==> config.mk <==
export PLATFORM = sky130hd
export DESIGN_NAME = flow_bus_serializer_flat
export DESIGN_NICKNAME = d
export VERILOG_FILES = /design/src/rtl/flow_bus_serializer_if.sv /design/src/rtl/flow_bus_serializer.sv /design/src/flat_wrapper.sv
export SDC_FILE = /design/constraint.sdc
export NUM_CORES = 1
export LEC_CHECK = 0
export BUFFER_PORTS_ARGS = -buffer_cell sky130_fd_sc_hd__buf_2
export CORE_MARGIN = 2
export CORE_UTILIZATION = 47
export DETAILED_ROUTE_END_ITERATION = 16
export GPL_TIMING_DRIVEN = 0
export PLACE_DENSITY = 0.83
export SETUP_SLACK_MARGIN = 0.1
export SLEW_MARGIN = 25
export SYNTH_ARGS = -nofsm -noshare
export SYNTH_HDL_FRONTEND = slang
export SYNTH_SLANG_ARGS = --single-unit
==> constraint.sdc <==
create_clock -name clk -period 1.5 [get_ports clk]
set_input_delay 0.075 -clock clk [delete_from_list [all_inputs] [get_ports clk]]
set_output_delay 0.075 -clock clk [all_outputs]
set_load 0.005 [all_outputs]
==> src/rtl/flow_bus_serializer_if.sv <==
// Flow-bus serializer port bundle: wide upstream side, narrow downstream side.
// down_last exists only when FLOW_BUS_SERIALIZER_LAST_EN is defined.
interface flow_bus_serializer_if #(
  parameter int DATA_WIDTH = 8,
  parameter int DATA_NUM   = 2
);
  logic                           up_ready;
  logic                           up_valid;
  logic [DATA_WIDTH*DATA_NUM-1:0] up_data;
  logic                           down_ready;
  logic                           down_valid;
  logic [DATA_WIDTH-1:0]          down_data;
`ifdef FLOW_BUS_SERIALIZER_LAST_EN
  logic                           down_last;
`endif

  // master: the serializer itself; slave: the surrounding source/sink
`ifdef FLOW_BUS_SERIALIZER_LAST_EN
  modport master (input up_valid, up_data, down_ready,
                  output up_ready, down_valid, down_data, down_last);
  modport slave  (output up_valid, up_data, down_ready,
                  input up_ready, down_valid, down_data, down_last);
`else
  modport master (input up_valid, up_data, down_ready,
                  output up_ready, down_valid, down_data);
  modport slave  (output up_valid, up_data, down_ready,
                  input up_ready, down_valid, down_data);
`endif
endinterface

==> src/rtl/flow_bus_serializer.sv <==
// Splits one wide word into DATA_NUM narrow words, least-significant slice first.
// Optional down_last output enabled by defining FLOW_BUS_SERIALIZER_LAST_EN.
module flow_bus_serializer #(
  parameter int DATA_WIDTH = 8,
  parameter int DATA_NUM   = 2,
  parameter int USE_ENABLE = 0
) (
  input  logic                  clk,
  input  logic                  rst,
  input  logic                  enable,
  flow_bus_serializer_if.master bus,
  output logic                  dbg_state
);
  localparam int WIDE  = DATA_WIDTH * DATA_NUM;
  localparam int CNT_W = (DATA_NUM > 1) ? $clog2(DATA_NUM) : 1;
  localparam logic [CNT_W-1:0] LAST = CNT_W'(DATA_NUM - 1);

  typedef enum logic {EMPTY = 1'b0, SENDING = 1'b1} state_e;

  state_e           state_q, state_d;
  logic [CNT_W-1:0] cnt_q, cnt_d;
  logic [WIDE-1:0]  hreg_q, hreg_d;
  logic             active;
  logic             on_last;
  logic             up_xfer;
  logic             dn_xfer;

  // Handshake: a beat moves on a side only in a cycle where valid and ready are
  // both high; valid never drops before its beat moves and data holds meanwhile.
  // Reset and (optionally) enable mask both sides combinationally.
  assign active  = ~rst & ((USE_ENABLE != 0) ? enable : 1'b1);
  assign on_last = (cnt_q == LAST);
  assign up_xfer = bus.up_valid & bus.up_ready;
  assign dn_xfer = bus.down_valid & bus.down_ready;

  always_ff @(posedge clk) begin
    if (rst) begin
      state_q <= EMPTY;
      cnt_q   <= '0;
      hreg_q  <= '0;
    end else begin
      state_q <= state_d;
      cnt_q   <= cnt_d;
      hreg_q  <= hreg_d;
    end
  end

  always_comb begin
    state_d = state_q;
    cnt_d   = cnt_q;
    hreg_d  = hreg_q;
    if (state_q == SENDING) begin
      if (dn_xfer) begin
        if (!on_last) begin
          hreg_d = hreg_q >> DATA_WIDTH;
          cnt_d  = cnt_q + CNT_W'(1);
        end else if (up_xfer) begin
          // Last slice leaves while the next word arrives: no bubble.
          hreg_d = bus.up_data;
          cnt_d  = '0;
        end else begin
          state_d = EMPTY;
        end
      end
    end else if (up_xfer) begin
      hreg_d  = bus.up_data;
      cnt_d   = '0;
      state_d = SENDING;
    end
  end

  always_comb begin
    bus.up_ready   = active & ((state_q == EMPTY) | (bus.down_ready & on_last));
    bus.down_valid = active & (state_q == SENDING);
    bus.down_data  = rst ? '0 : hreg_q[DATA_WIDTH-1:0];
`ifdef FLOW_BUS_SERIALIZER_LAST_EN
    bus.down_last  = active & (state_q == SENDING) & on_last;
`endif
    dbg_state      = (state_q == SENDING);
  end
endmodule

==> src/flat_wrapper.sv <==
// flat-port wrapper written by rule: the top's interface ports become plain ports
module flow_bus_serializer_flat 
#(
  parameter int DATA_WIDTH = 8,
  parameter int DATA_NUM   = 2,
  parameter int USE_ENABLE = 0
)
  (clk, rst, enable, dbg_state, bus_up_valid, bus_up_data, bus_down_ready, bus_up_ready, bus_down_valid, bus_down_data);
  flow_bus_serializer_if #(.DATA_WIDTH(DATA_WIDTH), .DATA_NUM(DATA_NUM)) bus_i ();
  input  logic clk;
  input  logic rst;
  input  logic enable;
  output logic dbg_state;
  input wire logic [$bits(bus_i.up_valid)-1:0] bus_up_valid;
  input wire logic [$bits(bus_i.up_data)-1:0] bus_up_data;
  input wire logic [$bits(bus_i.down_ready)-1:0] bus_down_ready;
  output wire logic [$bits(bus_i.up_ready)-1:0] bus_up_ready;
  output wire logic [$bits(bus_i.down_valid)-1:0] bus_down_valid;
  output wire logic [$bits(bus_i.down_data)-1:0] bus_down_data;
  assign bus_i.up_valid = bus_up_valid;
  assign bus_i.up_data = bus_up_data;
  assign bus_i.down_ready = bus_down_ready;
  assign bus_up_ready = bus_i.up_ready;
  assign bus_down_valid = bus_i.down_valid;
  assign bus_down_data = bus_i.down_data;
  flow_bus_serializer #(.DATA_WIDTH(DATA_WIDTH), .DATA_NUM(DATA_NUM), .USE_ENABLE(USE_ENABLE)) u_core (.clk(clk), .rst(rst), .enable(enable), .bus(bus_i), .dbg_state(dbg_state));
endmodule
**Word level (Yosys, flattened, before mapping)**

Index checks and enable logic that the tools add are counted.

- Flip-flop bits (word level): 18
- Input port bits: 21

- Add/subtract/negate cells: 1
- Equality and inequality tests: 1
- Multiplexer cells: 14
- Bitwise gates (word level): 8
- Reduce and logical (&&, ||, !) cells: 2

Operator list:

| operator | count |
|---|---|
| two-way mux 16 bit | 4 |
| two-way mux 1 bit | 9 |
| two-way mux 8 bit | 1 |
| AND 1 bit | 5 |
| inequality test 2 bit (second input constant) | 1 |
| inverter 1 bit | 2 |
| AND reduction 2 bit | 1 |
| nonzero test 2 bit | 1 |
| adder 1 bit (second input constant) | 1 |
| bitwise OR 1 bit | 1 |

**Longest topological paths before layout**

Gate-level depths: netlist of the first run.

- Word-level depth: 8
- Depth in mapped cells: 4
- Mapped depth without buffers: 3

**Least setup slack after synthesis of the first run**

OpenSTA, ideal clock, no wires.

- Path kind: register to register
- Start point: register u_core.state_q, in the netlist u_core.dbg_state
- End point: register u_core.hreg_q[6]
- Library setup time: 0.132 ns
- Arrival time: 1.042 ns
- Required time: 1.368 ns
- Slack: 0.326 ns
- Cell stages (with the launch flop): 5
- Clock period less this slack: 1.174 ns
- Path through: dfxtp_1 -> a21bo_2 -> buf_2 -> a22oi_1 -> o32ai_1

- Word-level cells in the longest chain between the ends: 8
- Elaborated cells on any way between the ends: 11
- Classes of those cells: eq/ne: 1; mux: 4; bitwise: 6

RTL lines:

| what | RTL line | text |
|---|---|---|
| start, declared | flow_bus_serializer.sv:20 | `state_e state_q, state_d;` |
| start signal, assigned | flow_bus_serializer.sv:42 | `state_q <= state_d;` |
| inverter 1 bit | flow_bus_serializer.sv:73 | `bus.up_ready = active & ((state_q == EMPTY) \| (bus.down_ready & on_last));` |
| bitwise OR 1 bit | flow_bus_serializer.sv:73 |  |
| AND 1 bit | flow_bus_serializer.sv:73 |  |
| AND 1 bit | flow_bus_serializer.sv:33 | `assign up_xfer = bus.up_valid & bus.up_ready;` |
| two-way mux 16 bit (3 in series) | n/a |  |
| two-way mux 16 bit | flow_bus_serializer.sv:52 | `if (state_q == SENDING) begin` |
| end signal, assigned | flow_bus_serializer.sv:44 | `hreg_q <= hreg_d;` |
| end, declared | flow_bus_serializer.sv:22 | `logic [WIDE-1:0] hreg_q, hreg_d;` |

Several ways; a longest one is shown, not always the timed one. The select of a mux whose other input is x is not followed.
A chain may end at the register's enable or synchronous reset.

**Final worst setup path of the first run**

- Start point: register u_core.cnt_q
- End point: register u_core.hreg_q[15]

- Word-level cells in the longest chain between the ends: 8

RTL lines:

| what | RTL line | text |
|---|---|---|
| start, declared | flow_bus_serializer.sv:21 | `logic [CNT_W-1:0] cnt_q, cnt_d;` |
| start signal, assigned | flow_bus_serializer.sv:43 | `cnt_q <= cnt_d;` |
| AND 1 bit | flow_bus_serializer.sv:73 |  |
| bitwise OR 1 bit | flow_bus_serializer.sv:73 |  |
| AND 1 bit | flow_bus_serializer.sv:73 |  |
| AND 1 bit | flow_bus_serializer.sv:33 |  |
| two-way mux 16 bit | n/a |  |
| two-way mux 16 bit | flow_bus_serializer.sv:54 | `if (!on_last) begin` |
| two-way mux 16 bit | flow_bus_serializer.sv:53 | `if (dn_xfer) begin` |
| two-way mux 16 bit * | flow_bus_serializer.sv:52 |  |

Every way passes the cells marked *; elsewhere a longest branch is shown, timed or not. The select of a mux whose other input is x is not followed.

==> results of run 1 <==
## stage by stage
step            util  cell area [um2]  power, mW  setup WS, ns  std cells
2_1_floorplan      -              847      0.650         0.326         96
3_3_place_gp   0.602             1030      0.713         0.261        151
3_5_place_dp   0.602             1030      0.720         0.211        151
4_1_cts        0.615             1050      0.945         0.190        154
5_1_grt        0.616             1050      0.993         0.124        154
6_report       0.616             1050      0.945         0.206        154
## critical path, delay by kind of cell (launching register included)
family,cells,cell delay (ns)
AOI/OAI and AO/OA,2,0.63
DFF,1,0.37
and+or+nand+nor,1,0.18
## per-layer routing
metal | wire (um) | track usage | part of all wire
met5 | 0 | 0 | 0
met4 | 29 | 0.0914 | 0.015
met3 | 94 | 0.0392 | 0.048
met2 | 985 | 0.358 | 0.50
met1 | 861 | 0.243 | 0.44
## flip-flops by register name (all words and copies together) (netlist names)
signal and count:
u_core.dbg_state 1, u_core.cnt_q 1, u_core.hreg_q 16
## Yosys cell counts
cell type	number
a211oi_1	1
a21bo_2	1
a21boi_1	1
a21o_1	1
a21oi_1	3
a22oi_1	8
and3b_1	1
buf_2	3
buf_6	1
clkbuf_1	2
dfxtp_1	18
inv_1	15
nand2b_1	1
nand3_1	1
nand3b_1	1
nor2_1	1
nor2b_1	10
o21a_1	1
o21ai_0	10
o32ai_1	15
or3_1	1
## how the worst min path moves through the flow
| stage | depth (start not counted) | from | to | slack [ns] |
|---|---|---|---|---|
| 2_1_floorplan | 2 | bus_up_data[10] | u_core.hreg_q[10]$_SDFFE_PP0P_ | 0.21 |
| 4_1_cts | 3 | bus_up_data[13] | u_core.hreg_q[13]$_SDFFE_PP0P_ | 0.02 |
| 3_3_place_gp | 3 | bus_up_data[13] | u_core.hreg_q[13]$_SDFFE_PP0P_ | 0.30 |
| 5_1_grt | 3 | bus_up_data[8] | u_core.hreg_q[8]$_SDFFE_PP0P_ | 0.03 |
| 6_report | 3 | bus_up_data[13] | u_core.hreg_q[13]$_SDFFE_PP0P_ | 0.01 |
| 3_5_place_dp | 3 | bus_up_data[8] | u_core.hreg_q[8]$_SDFFE_PP0P_ | 0.31 |
## power breakdown
group	total, mW	internal, mW	switching [mW]
sequential	0.533	0.511	0.0214
clock	0.234	0.0933	0.141
combinational	0.178	0.0861	0.0918
## cell families after synthesis
logic type,count (synthesis)
AOI/OAI and AO/OA,41
buffers and inverters,21
DFF,18
and+or+nand+nor,16
## area by class of cell
class / count / area, um2
sequential: 18 / 362
timing repair buffer: 30 / 150
inverter: 15 / 56.3
buffer: 6 / 33.8
tap: 25 / 31.3
multi-input combinational: 57 / 397
fill: 164 / 656
clock buffer: 3 / 22.5
==> impl_metrics.json, run 1 <==
{
  "synthMuxAreaShare": 0,
  "dp_hpwl_um": 1390,
  "avgSynthCellArea_um2": 8.82,
  "r2r_start": "u_core.cnt_q$_SDFFE_PP0P_",
  "vias": 839,
  "synth_top_area_cell": "dfxtp_1",
  "synth_cells": 96,
  "htree_levels": 1,
  "drt-total-wl_um": 1970,
  "yosysTopAreaCellShare": 0.425,
  "holdWs_ns": 0.0102,
  "first_pass_iters": 4,
  "status": "complete, no violations",
  "required_ns": 1.66,
  "critical_path.startpoint_type": "register",
  "cts.sinks": 18,
  "maxSlewHeadroom": 0.626,
  "clockBufferDepth": 2,
  "max_cap_violations": 0,
  "clock.fmax_mhz": 773,
  "portBuffers": 30,
  "fin_crit_ns": 1.29,
  "clk_pin_slew_worst_paths_ns": 0.09,
  "p_per_area_nw_per_um2": 898,
  "synth_top_family_by_area": "compound AO/OA/AOI/OAI gates",
  "die_h_um": 46.5,
  "yosys_warnings": 0,
  "worst-slew-pin-transition_ns": 0.562,
  "grt_antenna_before_repair": 0,
  "grt_setup_unrepaired": "false",
  "post_cts_buffers": 0,
  "final_common_cell": "buf_2",
  "detail_route.iter0.violations": 16,
  "endpoint_kind": "register",
  "die_width_um": 46.5,
  "grtUsageTotal": 0.207,
  "layout.cells.most_common_list": "buf_2, dfxtp_1, inv_1, o32ai_1",
  "worst_hold_path_type": "primary input to register",
  "worstPathCellList": "nand2b_1 -> a21oi_1 -> o32ai_1",
  "slew_violations": 0,
  "n_antenna_cell": 0,
  "ys_ff_latch": 18,
  "grt_first_pass_wirelength_um": 3180,
  "ctsResizeCount": 0,
  "grt.overflow.total": 0,
  "cts_tree": "done",
  "routedWlPerCell_um": 12.8,
  "root_buffer": "clkbuf_4",
  "setup_viol": 0,
  "synth_area_um2": 847,
  "drc": 0,
  "worstPathArrival_ns": 1.46,
  "regToRegSetupSlack_ns": 0.21,
  "fin_setup_tns_ns": 0,
  "place.gp.congestion": 0.722,
  "detail_route.vias_per_cell": 5.45,
  "r2r-end": "u_core.hreg_q[15]$_SDFFE_PP0P_",
  "worstSkewPairLatency_ns": 0.29,
  "crit_start": "u_core.cnt_q$_SDFFE_PP0P_",
  "antenna_left": 0,
  "reg2reg_depth": 3,
  "synth_xor_area_frac": 0,
  "grt_pass1_vias": 760,
  "synth_adder_area_share": 0,
  "start_util": 0.496,
  "hold_viol": 0,
  "ys_seq_area_frac": 0.425,
  "grt_max_degree": 11,
  "ir_drop_mv": 0.454,
  "cp-endpoint": "u_core.hreg_q[15]$_SDFFE_PP0P_",
  "fin_crit_sh": 0.863,
  "nets": 152,
  "die-area_um2": 2160,
  "leakage_nw": 0.460,
  "synthTopCellsByArea": "dfxtp_1, o32ai_1, nor2b_1",
  "cts_hold_buf": 0,
  "ys_types": 21,
  "cts-buffers-inserted": 3,
  "finalClockSkew_ns": 0.00103,
  "area_growth_pct": 24.2,
  "critical_path_class": "register to register",
  "synthSimpleGateAreaFrac": 0.118,
  "cp_max_fo": 7,
  "core_area_um2": 1710,
  "synth_fp_nets": 117,
  "drive_above_1_share": 0.302,
  "io_pins": 32,
  "synth-compound-area-share": 0.350,
  "cpPeakStageDelay_ns": 0.48,
  "slowest_stage": "a21oi_1",
  "num_rows": 15
}
(Power assumes the default switching activity.)
==> inputs of run 2 (changes only) <==
- CORE_UTILIZATION: 47 -> 49
- CTS_BUF_LIST: unset -> sky130_fd_sc_hd__clkbuf_8
- PLACE_DENSITY: 0.83 -> 0.86
==> run 2 against run 1 <==
  * Non-clock buffer count stayed put
  * Flip-flop and latch count unchanged
  * Count of clock-buffer cells in the layout increased by 1
  * Core utilization up 2.7 points
  * Largest power group unchanged
==> impl_metrics.json, run 2 (synthesis gave the netlist of run 1 again) <==
{
  "detail_route.iter0.violations": 16,
  "setup_viol": 0,
  "slowest_stage": "a21oi_1",
  "cpPeakStageDelay_ns": 0.50,
  "leakage_nw": 0.475,
  "grt.overflow.total": 0,
  "dp.cells": 143,
  "regToRegSetupSlack_ns": 0.19,
  "worst-slew-pin-transition_ns": 0.583,
  "top_layer": "met4",
  "grtUsageTotal": 0.226,
  "fin_crit_sh": 0.873,
  "start_util": 0.507,
  "status": "complete, no violations",
  "required_ns": 1.63,
  "htree_levels": 1,
  "wl_met1_um": 858,
  "fin_setup_tns_ns": 0,
  "cp-endpoint": "u_core.hreg_q[13]$_SDFFE_PP0P_",
  "clockBufferDepth": 2,
  "worst_hold_path_type": "primary input to register",
  "first_pass_iters": 4,
  "portBuffers": 30,
  "grt_pass1_vias": 765,
  "endpoint_kind": "register",
  "grt_setup_unrepaired": "false",
  "fin_crit_ns": 1.31,
  "worstPathCellList": "nand2b_1 -> a21oi_1 -> o32ai_1",
  "hold_viol": 0,
  "die-area_um2": 2080,
  "drc": 0,
  "hp-start": "bus_up_data[12]",
  "n_antenna_cell": 0,
  "holdWs_ns": 0.0377,
  "antenna_left": 0,
  "worstPathArrival_ns": 1.44,
  "stdcell_count": 147,
  "cts_hold_buf": 0,
  "maxSlewHeadroom": 0.612,
  "critical_path_class": "register to register",
  "max_cap_violations": 0,
  "place.gp.congestion": 0.773,
  "met2WireLength_um": 1050,
  "cts.sinks": 18,
  "cts_tree": "done",
  "final_common_cell": "buf_2",
  "worstSkewPairLatency_ns": 0.26,
  "vias": 823,
  "clk_pin_slew_worst_paths_ns": 0.07,
  "core_area_um2": 1670,
  "dp_hpwl_um": 1410,
  "drive_above_1_share": 0.300,
  "regMostFlops": "u_core.hreg_q",
  "critical_path.startpoint_type": "register",
  "post_cts_buffers": 0,
  "cp_max_fo": 8,
  "slew_violations": 0,
  "detail_route.vias_per_cell": 5.60,
  "drt-total-wl_um": 2060,
  "grt_max_degree": 11,
  "num-fill-cells": 140,
  "die_h_um": 45.6,
  "routedWlPerCell_um": 14.0,
  "cts-buffers-inserted": 3,
  "r2r-end": "u_core.hreg_q[13]$_SDFFE_PP0P_",
  "ctsResizeCount": 0,
  "reg2reg_depth": 3,
  "clock.fmax_mhz": 764,
  "num_rows": 15,
  "io_pins": 32,
  "ir_drop_mv": 0.599,
  "root_buffer": "clkbuf_8",
  "r2r_start": "u_core.dbg_state$_SDFF_PP0_",
  "finalClockSkew_ns": 0.00152,
  "grt_antenna_before_repair": 0,
  "crit_start": "u_core.dbg_state$_SDFF_PP0_",
  "largest_reg_flops": 16,
  "route.met3.wl_um": 106,
  "layout.cells.most_common_list": "buf_2, dfxtp_1, inv_1, o32ai_1",
  "nets": 152,
  "p_per_area_nw_per_um2": 1050,
  "grt_first_pass_wirelength_um": 3330,
  "die_width_um": 45.6,
  "area_growth_pct": 26.7
}
## run 2: power breakdown
part	switching [mW]	internal [mW]
sequential	0.0201	0.511
combinational	0.0939	0.0861
clock	0.177	0.234
total	0.290	0.831
## run 2: final cells by class
class | instances | area [um2] | area share
buffer | 6 | 33.8 | 0.0315
inverter | 15 | 56.3 | 0.0524
tap | 17 | 21.3 | 0.0198
timing repair buffer | 30 | 150 | 0.140
clock buffer | 4 | 55.1 | 0.0513
multi-input combinational | 57 | 397 | 0.369
sequential | 18 | 360 | 0.336
## run 2: metal layers
layer	up-vias	GRT usage
met3	5	0.0595
met2	31	0.366
li1	421	-
met1	366	0.260
met5	-	0
met4	0	0.141
## run 2: stage by stage
stage	area, um2	setup slack, ns	total power [mW]	utilization
6_report	1070	0.190	1.12	0.643
5_1_grt	1070	0.101	1.17	0.643
4_1_cts	1070	0.199	1.12	0.643
3_5_place_dp	1020	0.219	0.720	0.610
3_3_place_gp	1020	0.268	0.713	0.610
2_1_floorplan	847	0.326	0.650	-
## run 2: critical path: cells and delay by family (launching register included)
| family | cells | cell delay [ns] |
|---|---|---|
| compound gates | 2 | 0.64 |
| simple gates | 1 | 0.11 |
| flops | 1 | 0.43 |
## run 2: worst min path at each step
stage	endpoint	slack, ns	cells past startpoint
global route	u_core.hreg_q[9]$_SDFFE_PP0P_	0.04	3
detailed placement	u_core.hreg_q[10]$_SDFFE_PP0P_	0.31	3
CTS	u_core.hreg_q[12]$_SDFFE_PP0P_	0.04	3
floorplan	u_core.hreg_q[10]$_SDFFE_PP0P_	0.21	2
global placement	u_core.hreg_q[11]$_SDFFE_PP0P_	0.30	3
finish	u_core.hreg_q[12]$_SDFFE_PP0P_	0.04	3
